`config.mk`:
```
export PLATFORM = sky130hd
export DESIGN_NAME = el2_ifu_iccm_arb
export DESIGN_NICKNAME = d
export VERILOG_FILES = /design/src/rtl/el2_pkg.sv /design/src/rtl/el2_iccm_arb_starve_cnt.sv /design/src/rtl/el2_rvdff.sv /design/src/rtl/el2_ifu_iccm_arb.sv
export SDC_FILE = /design/constraint.sdc
export NUM_CORES = 1
export LEC_CHECK = 0
export CAP_MARGIN = 20
export CORE_AREA = 2 2 131 133
export CTS_CLUSTER_SIZE = 10
export DETAILED_ROUTE_END_ITERATION = 10
export DIE_AREA = 0 0 133 135
export DONT_BUFFER_PORTS = 1
export PLACE_DENSITY = 0.3
export SYNTH_ARGS = -nofsm -noshare
export SYNTH_HDL_FRONTEND = slang
export SYNTH_SLANG_ARGS = --single-unit
```
`constraint.sdc`:
```
create_clock -name clk -period 4.8 [get_ports clk]
set_input_delay 0.96 -clock clk [delete_from_list [all_inputs] [get_ports clk]]
set_output_delay 0.96 -clock clk [all_outputs]
set_load 0.005 [all_outputs]
```
`src/rtl/el2_pkg.sv`:
```
// Shared types for the ICCM arbiter.
// Latency: n/a (types and constants only).
// Backpressure: n/a.
package el2_pkg;

   // Arbiter ownership states: fetch owns the ICCM, fetch is being drained, DMA owns the ICCM.
   typedef enum logic [1:0] {
      FETCH = 2'b00,
      DRAIN = 2'b01,
      DMA   = 2'b10
   } el2_iccm_arb_state_t;

   localparam int ARB_CNT_W = 8;

endpackage

```
`src/rtl/el2_iccm_arb_starve_cnt.sv`:
```
// Saturating 8-bit event counter with clear and a compare against a fixed limit.
// Latency: count updates one cycle after inc; at_limit is combinational from the count.
// Backpressure: none; clear wins over increment, count sticks at 255.
module el2_iccm_arb_starve_cnt
   import el2_pkg::*;
#(
   parameter int LIMIT = 14
) (
   input  logic                 clk,
   input  logic                 rst,
   input  logic                 inc,
   input  logic                 clr,
   output logic [ARB_CNT_W-1:0] cnt,
   output logic                 at_limit
);

   localparam logic [ARB_CNT_W-1:0] LIMIT_V = ARB_CNT_W'(LIMIT);
   localparam logic [ARB_CNT_W-1:0] CNT_MAX = '1;

   logic [ARB_CNT_W-1:0] cnt_next;

   // Next count: clear has priority, otherwise increment until saturation.
   always_comb begin
      cnt_next = cnt;
      if (clr)                        cnt_next = '0;
      else if (inc && cnt != CNT_MAX) cnt_next = cnt + 1'b1;
   end

   rvdff #(.WIDTH(ARB_CNT_W)) cnt_ff (
      .clk  (clk),
      .rst  (rst),
      .din  (cnt_next),
      .dout (cnt)
   );

   assign at_limit = (cnt == LIMIT_V);

endmodule

```
`src/rtl/el2_rvdff.sv`:
```
// Flop primitives with synchronous active-high reset: plain and enabled.
// Latency: one cycle from din to dout.
// Backpressure: none; rvdffs holds its value while en is low.
module rvdff #(
   parameter int WIDTH = 1
) (
   input  logic             clk,
   input  logic             rst,
   input  logic [WIDTH-1:0] din,
   output logic [WIDTH-1:0] dout
);

   // Capture din every cycle; reset clears to zero.
   always_ff @(posedge clk) begin
      if (rst) dout <= '0;
      else     dout <= din;
   end

endmodule

module rvdffs #(
   parameter int WIDTH = 1
) (
   input  logic             clk,
   input  logic             rst,
   input  logic             en,
   input  logic [WIDTH-1:0] din,
   output logic [WIDTH-1:0] dout
);

   // Capture din only when enabled; reset clears to zero.
   always_ff @(posedge clk) begin
      if (rst)     dout <= '0;
      else if (en) dout <= din;
   end

endmodule

```
`src/rtl/el2_ifu_iccm_arb.sv`:
```
// Single-port ICCM arbiter between IFU fetch (default owner) and DMA, with starvation-forced stall.
// Latency: DMA grant and ICCM access same cycle; read data/tag return one cycle after a read grant.
// Backpressure: DMA holds its request until granted; a starved DMA stalls fetch via dma_iccm_stall_any.
module el2_ifu_iccm_arb
   import el2_pkg::*;
#(
   parameter int ICCM_BITS      = 16,
   parameter int DMA_STARVE_MAX = 15,
   parameter int DMA_BURST_MAX  = 4,
   parameter int TAG_W          = 3
) (
   input  logic                   clk,
   input  logic                   rst,
   input  logic                   ifc_fetch_req_bf,
   input  logic                   ifc_iccm_access_bf,
   input  logic [31:1]            ifc_fetch_addr_bf,
   input  logic                   ifc_dma_access_ok,
   input  logic                   dma_iccm_req,
   input  logic                   dma_iccm_write,
   input  logic [ICCM_BITS-1:0]   dma_iccm_addr,
   input  logic [63:0]            dma_iccm_wdata,
   input  logic [TAG_W-1:0]       dma_iccm_tag,
   output logic                   dma_iccm_gnt,
   output logic                   dma_iccm_stall_any,
   output logic                   dma_iccm_rvalid,
   output logic [TAG_W-1:0]       dma_iccm_rtag,
   output logic [63:0]            dma_iccm_rdata,
   output logic                   iccm_rden,
   output logic                   iccm_wren,
   output logic [ICCM_BITS-2:0]   iccm_rw_addr,
   output logic [63:0]            iccm_wr_data,
   input  logic [63:0]            iccm_rd_data
);

   el2_iccm_arb_state_t  state;
   el2_iccm_arb_state_t  state_next;
   logic [1:0]           state_q;
   logic                 in_fetch;
   logic                 in_dma;
   logic                 fetch_acc;
   logic                 gnt_raw;
   logic                 dma_exit;
   logic                 rd_gnt;
   logic                 starve_hit;
   logic                 burst_hit;
   logic [ARB_CNT_W-1:0] starve_cnt;
   logic [ARB_CNT_W-1:0] burst_cnt;
   logic                 unused_bits;

   assign state    = el2_iccm_arb_state_t'(state_q);
   assign in_fetch = (state == FETCH);
   assign in_dma   = (state == DMA);

   // Fetch cannot reach the ICCM while DMA owns it.
   assign fetch_acc = ifc_fetch_req_bf & ifc_iccm_access_bf & ~in_dma;

   // Grant: opportunistic in FETCH, unconditional in DMA, never while draining.
   always_comb begin
      gnt_raw = 1'b0;
      case (state)
         FETCH:   gnt_raw = dma_iccm_req & ifc_dma_access_ok;
         DMA:     gnt_raw = dma_iccm_req;
         default: gnt_raw = 1'b0;
      endcase
   end

   assign dma_iccm_gnt = gnt_raw & ~rst;
   assign dma_exit     = in_dma & (~dma_iccm_req | (burst_hit & gnt_raw));

   // Consecutive ungranted DMA cycles while fetch owns the array.
   el2_iccm_arb_starve_cnt #(.LIMIT(DMA_STARVE_MAX - 1)) starve_u (
      .clk      (clk),
      .rst      (rst),
      .inc      (in_fetch & dma_iccm_req & ~gnt_raw),
      .clr      (~in_fetch | ~dma_iccm_req | gnt_raw),
      .cnt      (starve_cnt),
      .at_limit (starve_hit)
   );

   // Grants issued within the current forced-stall window.
   el2_iccm_arb_starve_cnt #(.LIMIT(DMA_BURST_MAX - 1)) burst_u (
      .clk      (clk),
      .rst      (rst),
      .inc      (in_dma & gnt_raw),
      .clr      (~in_dma | dma_exit),
      .cnt      (burst_cnt),
      .at_limit (burst_hit)
   );

   // Ownership transitions; a dropped request always hands the array back to fetch.
   always_comb begin
      state_next = state;
      case (state)
         FETCH: if (dma_iccm_req & ~gnt_raw & starve_hit) state_next = DRAIN;
         DRAIN: begin
            if (~dma_iccm_req)          state_next = FETCH;
            else if (ifc_dma_access_ok) state_next = DMA;
         end
         DMA:   if (dma_exit) state_next = FETCH;
         default: state_next = FETCH;
      endcase
   end

   rvdff #(.WIDTH(2)) state_ff (
      .clk  (clk),
      .rst  (rst),
      .din  (state_next),
      .dout (state_q)
   );

   // Stall is registered so it is high exactly while DRAIN or DMA is the current state.
   rvdff #(.WIDTH(1)) stall_ff (
      .clk  (clk),
      .rst  (rst),
      .din  (state_next != FETCH),
      .dout (dma_iccm_stall_any)
   );

   // Read return pipeline: the array answers one cycle after a granted read.
   assign rd_gnt = dma_iccm_gnt & ~dma_iccm_write;

   rvdff #(.WIDTH(1)) rvalid_ff (
      .clk  (clk),
      .rst  (rst),
      .din  (rd_gnt),
      .dout (dma_iccm_rvalid)
   );

   rvdffs #(.WIDTH(TAG_W)) rtag_ff (
      .clk  (clk),
      .rst  (rst),
      .en   (rd_gnt),
      .din  (dma_iccm_tag),
      .dout (dma_iccm_rtag)
   );

   assign dma_iccm_rdata = dma_iccm_rvalid ? iccm_rd_data : 64'd0;

   // Array port mux: a DMA grant takes the port, otherwise fetch drives it.
   always_comb begin
      iccm_wr_data = dma_iccm_wdata;
      if (dma_iccm_gnt) begin
         iccm_rw_addr = dma_iccm_addr[ICCM_BITS-1:1];
         iccm_wren    = dma_iccm_write;
         iccm_rden    = ~dma_iccm_write;
      end else begin
         iccm_rw_addr = ifc_fetch_addr_bf[ICCM_BITS-1:1];
         iccm_wren    = 1'b0;
         iccm_rden    = fetch_acc & ~rst;
      end
   end

   assign unused_bits = ^{ifc_fetch_addr_bf[31:ICCM_BITS], dma_iccm_addr[0], starve_cnt, burst_cnt};

   // Fetch and DMA must never hit the single array port in the same cycle.
   collision_guard: assert property (@(posedge clk) disable iff (rst) !(dma_iccm_gnt && fetch_acc));

endmodule

```
* After elaboration in Yosys (flattened, before gate mapping)
Index checks and enable logic that the tools add are counted.
** Word-level totals
- Bits in registers :: 23
- Output and inout port bits :: 151
** Cells by class
- Add/sub/neg operators :: 2
- Reduce and logical (&&, ||, !) cells :: 6
- Equality and inequality tests :: 6
- Muxes and demuxes :: 10
- Bitwise operators :: 23
** Operators with widths (number)
- 64-bit two-way mux :: 1
- 8-bit by 1-bit adder with 8-bit output, second input constant :: 2
- 8-bit != test, second input constant :: 2
- 15-bit two-way mux :: 1
- 1-bit AND :: 13
- 8-bit by 2-bit equality test with 1-bit output, second input constant :: 1
- 8-bit by 4-bit equality test with 1-bit output, second input constant :: 1
- 2-bit two-way mux :: 4
- 1-bit inverter :: 6
- 2-bit case mux with 3 select lines :: 1
- 1-bit bitwise OR :: 4
- 2-bit OR reduction :: 2
- 2-bit by 1-bit equality test with 1-bit output, second input constant :: 1
- 2-bit equality test, second input constant :: 1
- 1-bit logical AND :: 2
- 2-bit zero test :: 1
- 1-bit two-way mux :: 2
- 1-bit case mux with 2 select lines :: 1
- 2-bit nonzero test :: 1

* Logic depth before layout (Yosys ltp)
- Depth after elaboration :: 8
- Mapped depth :: 6
- Mapped depth without buffers :: 6

* By module
Synthesis repeated with hierarchy kept, for this count alone.
** Second synthesis, totals
- Cells, all modules :: 303
- Area, all modules :: 2499.9 sq um
** By module, submodules not included
- el2_ifu_iccm_arb :: area an instance 1263.7 sq um, instances 1, seq. area each 0.0 sq um, cells each 170
- rvdff at burst_u.cnt_ff ... :: area an instance 210.2 sq um, instances 2, seq. area each 160.2 sq um, cells each 16
- el2_iccm_arb_starve_cnt at burst_u :: area an instance 310.3 sq um, instances 1, seq. area each 0.0 sq um, cells each 42
- el2_iccm_arb_starve_cnt at starve_u :: area an instance 284.0 sq um, instances 1, seq. area each 0.0 sq um, cells each 42
- rvdffs :: area an instance 101.3 sq um, instances 1, seq. area each 60.1 sq um, cells each 9
- rvdff at rvalid_ff ... :: area an instance 33.8 sq um, instances 2, seq. area each 20.0 sq um, cells each 2
- rvdff at state_ff :: area an instance 52.6 sq um, instances 1, seq. area each 40.0 sq um, cells each 4

* Worst setup path after synthesis
No wires, ideal clock.
- Kind :: input port to output port
- Start :: in dma_iccm_req
- End :: out iccm_rw_addr[10]
- Data arrival time :: 1.961 ns
- Setup slack :: 1.879 ns
- Path buffers :: 2
- Data required time :: 3.840 ns
- Stages :: 6
- Cell sequence :: nand2b_1 -> or2_1 -> buf_6 -> nor2_8 -> buf_12 -> mux2_4
** Between the ends
- Longest elaborated chain between the ends :: 4
** Ends and longest elaborated chain
- start, declared :: line el2_ifu_iccm_arb.sv:18 : input logic dma_iccm_req,
- 1-bit AND :: line el2_ifu_iccm_arb.sv:61 : FETCH: gnt_raw = dma_iccm_req & ifc_dma_access_ok;
- 1-bit case mux with 2 select lines * :: line el2_ifu_iccm_arb.sv:60 : case (state)
- 1-bit AND * :: line el2_ifu_iccm_arb.sv:67 : assign dma_iccm_gnt = gnt_raw & ~rst;
- via dma_iccm_gnt :: line el2_ifu_iccm_arb.sv:23 : output logic dma_iccm_gnt,
- 15-bit two-way mux * :: line el2_ifu_iccm_arb.sv:142 : if (dma_iccm_gnt) begin
- end, declared :: line el2_ifu_iccm_arb.sv:30 : output logic [ICCM_BITS-2:0] iccm_rw_addr,
The timed path passes the listed nets; every way through them passes the cells marked *.

* Final worst setup path
- Start :: in dma_iccm_req
- End :: out iccm_rw_addr[14]
Same word-level chain as after synthesis.

==> reports/results.txt <==
Status - completed
Total CTS buffers - 3
CTS tree - done
Dominant cell type by area after synthesis - buf_4
Rel. slew slack - 44.5%
Critical Path Source Type - primary input
Clock transition at path regs - 0.06 ns
Sequential fraction of the synthesis area - 20.4%
Hold Startpoint - rtag_ff.dout[2]
GP Congestion - 0.704
Gates resized, CTS repair - 0
Vias/cell - 3.76
Multi-input logic area - 1230 sq um
RR Endpoint - stall_ff.dout
Setup-failing EPs final - 0
Number of synthesized flops with an enable pin - 0
Post-DP HPWL - 7850 um
Die area - 18000 sq um
Fin. Hold Viols - 0
Clock Sinks - 23
Die W - 133 um
Asr flop ratio synth - 0%
Synthesized area - 2260 sq um
Tot GR Track Use - 8.80%
Prevailing post-synth register cell - dfxtp_1
Yosys cell types - 47
RSZ-0062 raised after global routing - no
Final net count - 395
Post-Synthesis Cells - 279
Ratio of cells with drive above 1 in the final layout - 10.2%
Fillers - 1893
Area taken by flip-flops and latches - 462 sq um
Critical path fanouts, max - 17
Clk_skew - 0.00335 ns
Min Tclk post-route - 3.06 ns
Crit path capture type - output port
Placed Instances - 422
Peak VDD IR - 0.000120 V
Final period utilization - 63.7%
First-pass GRT wire length - 11600 um
Buffers on Ports - 0
Rows - 47
Seq pwr share - 47.1%
M3 GR Usage - 8.60%
Worst Tran Pin Value - 0.833 ns
Post-Route WL - 8840 um
Hold-critical path depth - 2
Gr busiest metal - met2
Number of antenna diodes - 0
Top cell type's share of synthesized area - 21.2%
Top post-synthesis cells by area - buf_4, dfxtp_1, and2_1
Drt drc - 0
CP required - 3.84 ns
Drt wl/cell - 20.7 um
Pleak - 0.695 nW
Synth warn - 0
Switching Share - 22.3%
Cell Pwr Density - 202 nW/um^2
Clock power frac - 44.1%
# IOs - 336
Crit Path Class - primary input to output port
Met2 usage - 14.9%
Core Util, Final - 12.6%
R2R depth - 5
Post-CTS Hold Buffers - 0
Routed Antenna Nets - 0
Clock Latency Late Sink - 0.26 ns
WP data arrival - 2.10 ns
Fmax - 327 MHz
Max Slew Vio Count - 0
CTS max path bufs - 2
Overflow after GRT - 0
Setup bufs post-CTS - 0
Count leader, synth - and2_1
Finished Layout Cells - 426
Drt pass-1 iters - 4
Initial Utilization - 13.8%
Root buf cell - clkbuf_16
Initial DRC Count - 23
GRT met1 Usage - 7.93%
Yosys reg bits - 23
Vias in the first global route - 1669
Combinational power share - 8.8%
Maxcap violations - 0
Initial antenna violation count - 0
Synth top cells by count - and2_1, buf_4, dfxtp_1
Syn_area_per_cell - 8.11 sq um
Largest net degree at the start of global routing - 66
Min-Delay Path Class - register to register
Die Height - 135 um
Worst flop-to-flop path startpoint - burst_u.cnt_ff.dout[0]
Htree depth - 1
Setup TNS Final - 0 ns
Net Switching - 0.0000930 W
Syn nets - 467
DR vias - 1602
Power Internal - 0.000324 W
Core Region - 16400 sq um
Area Growth Syn to Fin - -8.85%
R2R Setup Slk - 2.98 ns
Hold EP - rtag_ff.dout[2]
sequential cells by signal, summed over array words and instances, names as in the netlist:
register              flops
rvalid_ff.dout            1
stall_ff.dout             1
burst_u.cnt_ff.dout       8
state_ff.dout             2
rtag_ff.dout              3
starve_u.cnt_ff.dout      8
placed cells by master, fill, tap and decap left out, types with 2 or more instances in the layout:
cell | netlist | final
nand2b_1 | 4 | 4
nor2_1 | 14 | 14
dfxtp_1 | 23 | 22
xor2_1 | 5 | 5
and2_1 | 66 | 66
nand4_1 | 3 | 3
o21ai_0 | 4 | 4
ha_1 | 3 | 3
nor3_1 | 6 | 6
or2_2 | 2 | 2
inv_1 | 4 | 4
nand3_1 | 4 | 4
nor4_1 | 3 | 3
mux2_1 | 3 | 3
clkbuf_16 | 0 | 3
a21oi_1 | 7 | 7
mux2_2 | 4 | 4
a31oi_1 | 2 | 2
nand2_1 | 6 | 6
and3_1 | 5 | 5
mux2i_1 | 2 | 2
xnor2_1 | 2 | 2
mux2_4 | 8 | 8
o211ai_1 | 3 | 3
cell type report:
cell class                 count  share of cell area, %
clock buffer                   4                   3.82
tap                          220                   13.3
multi-input combinational    175                   59.7
inverter                       4                  0.728
sequential                    23                   22.4
per-layer routing:
metal	wire length, um	vias to the layer above	share of wire [%]
met5	0	-	0
met4	0	0	0
met3	1880	0	21
met2	4300	186	49
met1	2670	695	30
li1	-	721	-
worst max-delay path: stages:
cell and delay [ns]:
nand2b_1 0.06, or2_1 0.34, nor2_8 0.33, mux2_2 0.39
kinds of logic after synthesis:
| kind of cell | after synthesis | synth area share [%] |
|---|---|---|
| flops | 23 | 20.4 |
| mux | 17 | 9.68 |
| fa+ha+maj | 3 | 1.66 |
| simple gates | 122 | 32.6 |
| buf+inv | 81 | 25.2 |
| compound gates | 26 | 7.74 |
| xor+xnor | 7 | 2.71 |
how the worst max path moves through the flow:
stage	from	endpoint	cells past startpoint
after floorplan	dma_iccm_req	iccm_rw_addr[10]	6
after global placement	dma_iccm_req	iccm_rw_addr[14]	4
after detailed placement	dma_iccm_req	iccm_rw_addr[14]	4
after CTS	dma_iccm_req	iccm_rw_addr[14]	4
after global routing	dma_iccm_req	iccm_rw_addr[14]	4
final	dma_iccm_req	iccm_rw_addr[14]	4
power by group through the flow:
stage,clock network (W),registers [W],logic (W)
2_1_floorplan,0,0.000198,0.0000801
3_3_place_gp,0,0.000201,0.0000376
3_5_place_dp,0,0.000201,0.0000374
4_1_cts,0.000190,0.000197,0.0000375
5_1_grt,0.000199,0.000197,0.0000399
6_report,0.000184,0.000196,0.0000366
metrics by stage:
| stage | hold slack, ns | cell area [sq um] | total power [W] | setup WS (ns) |
|---|---|---|---|---|
| after CTS | 0.512 | 2060 | 0.000424 | 1.72 |
| after detailed placement | 0.501 | 1980 | 0.000238 | 1.72 |
| after global routing | 0.543 | 2060 | 0.000436 | 1.65 |
| final | 0.506 | 2060 | 0.000417 | 1.74 |
| after global placement | 0.499 | 1980 | 0.000238 | 1.73 |
| after floorplan | 0.467 | 2260 | 0.000278 | 1.88 |
(Power assumes the default switching activity.)
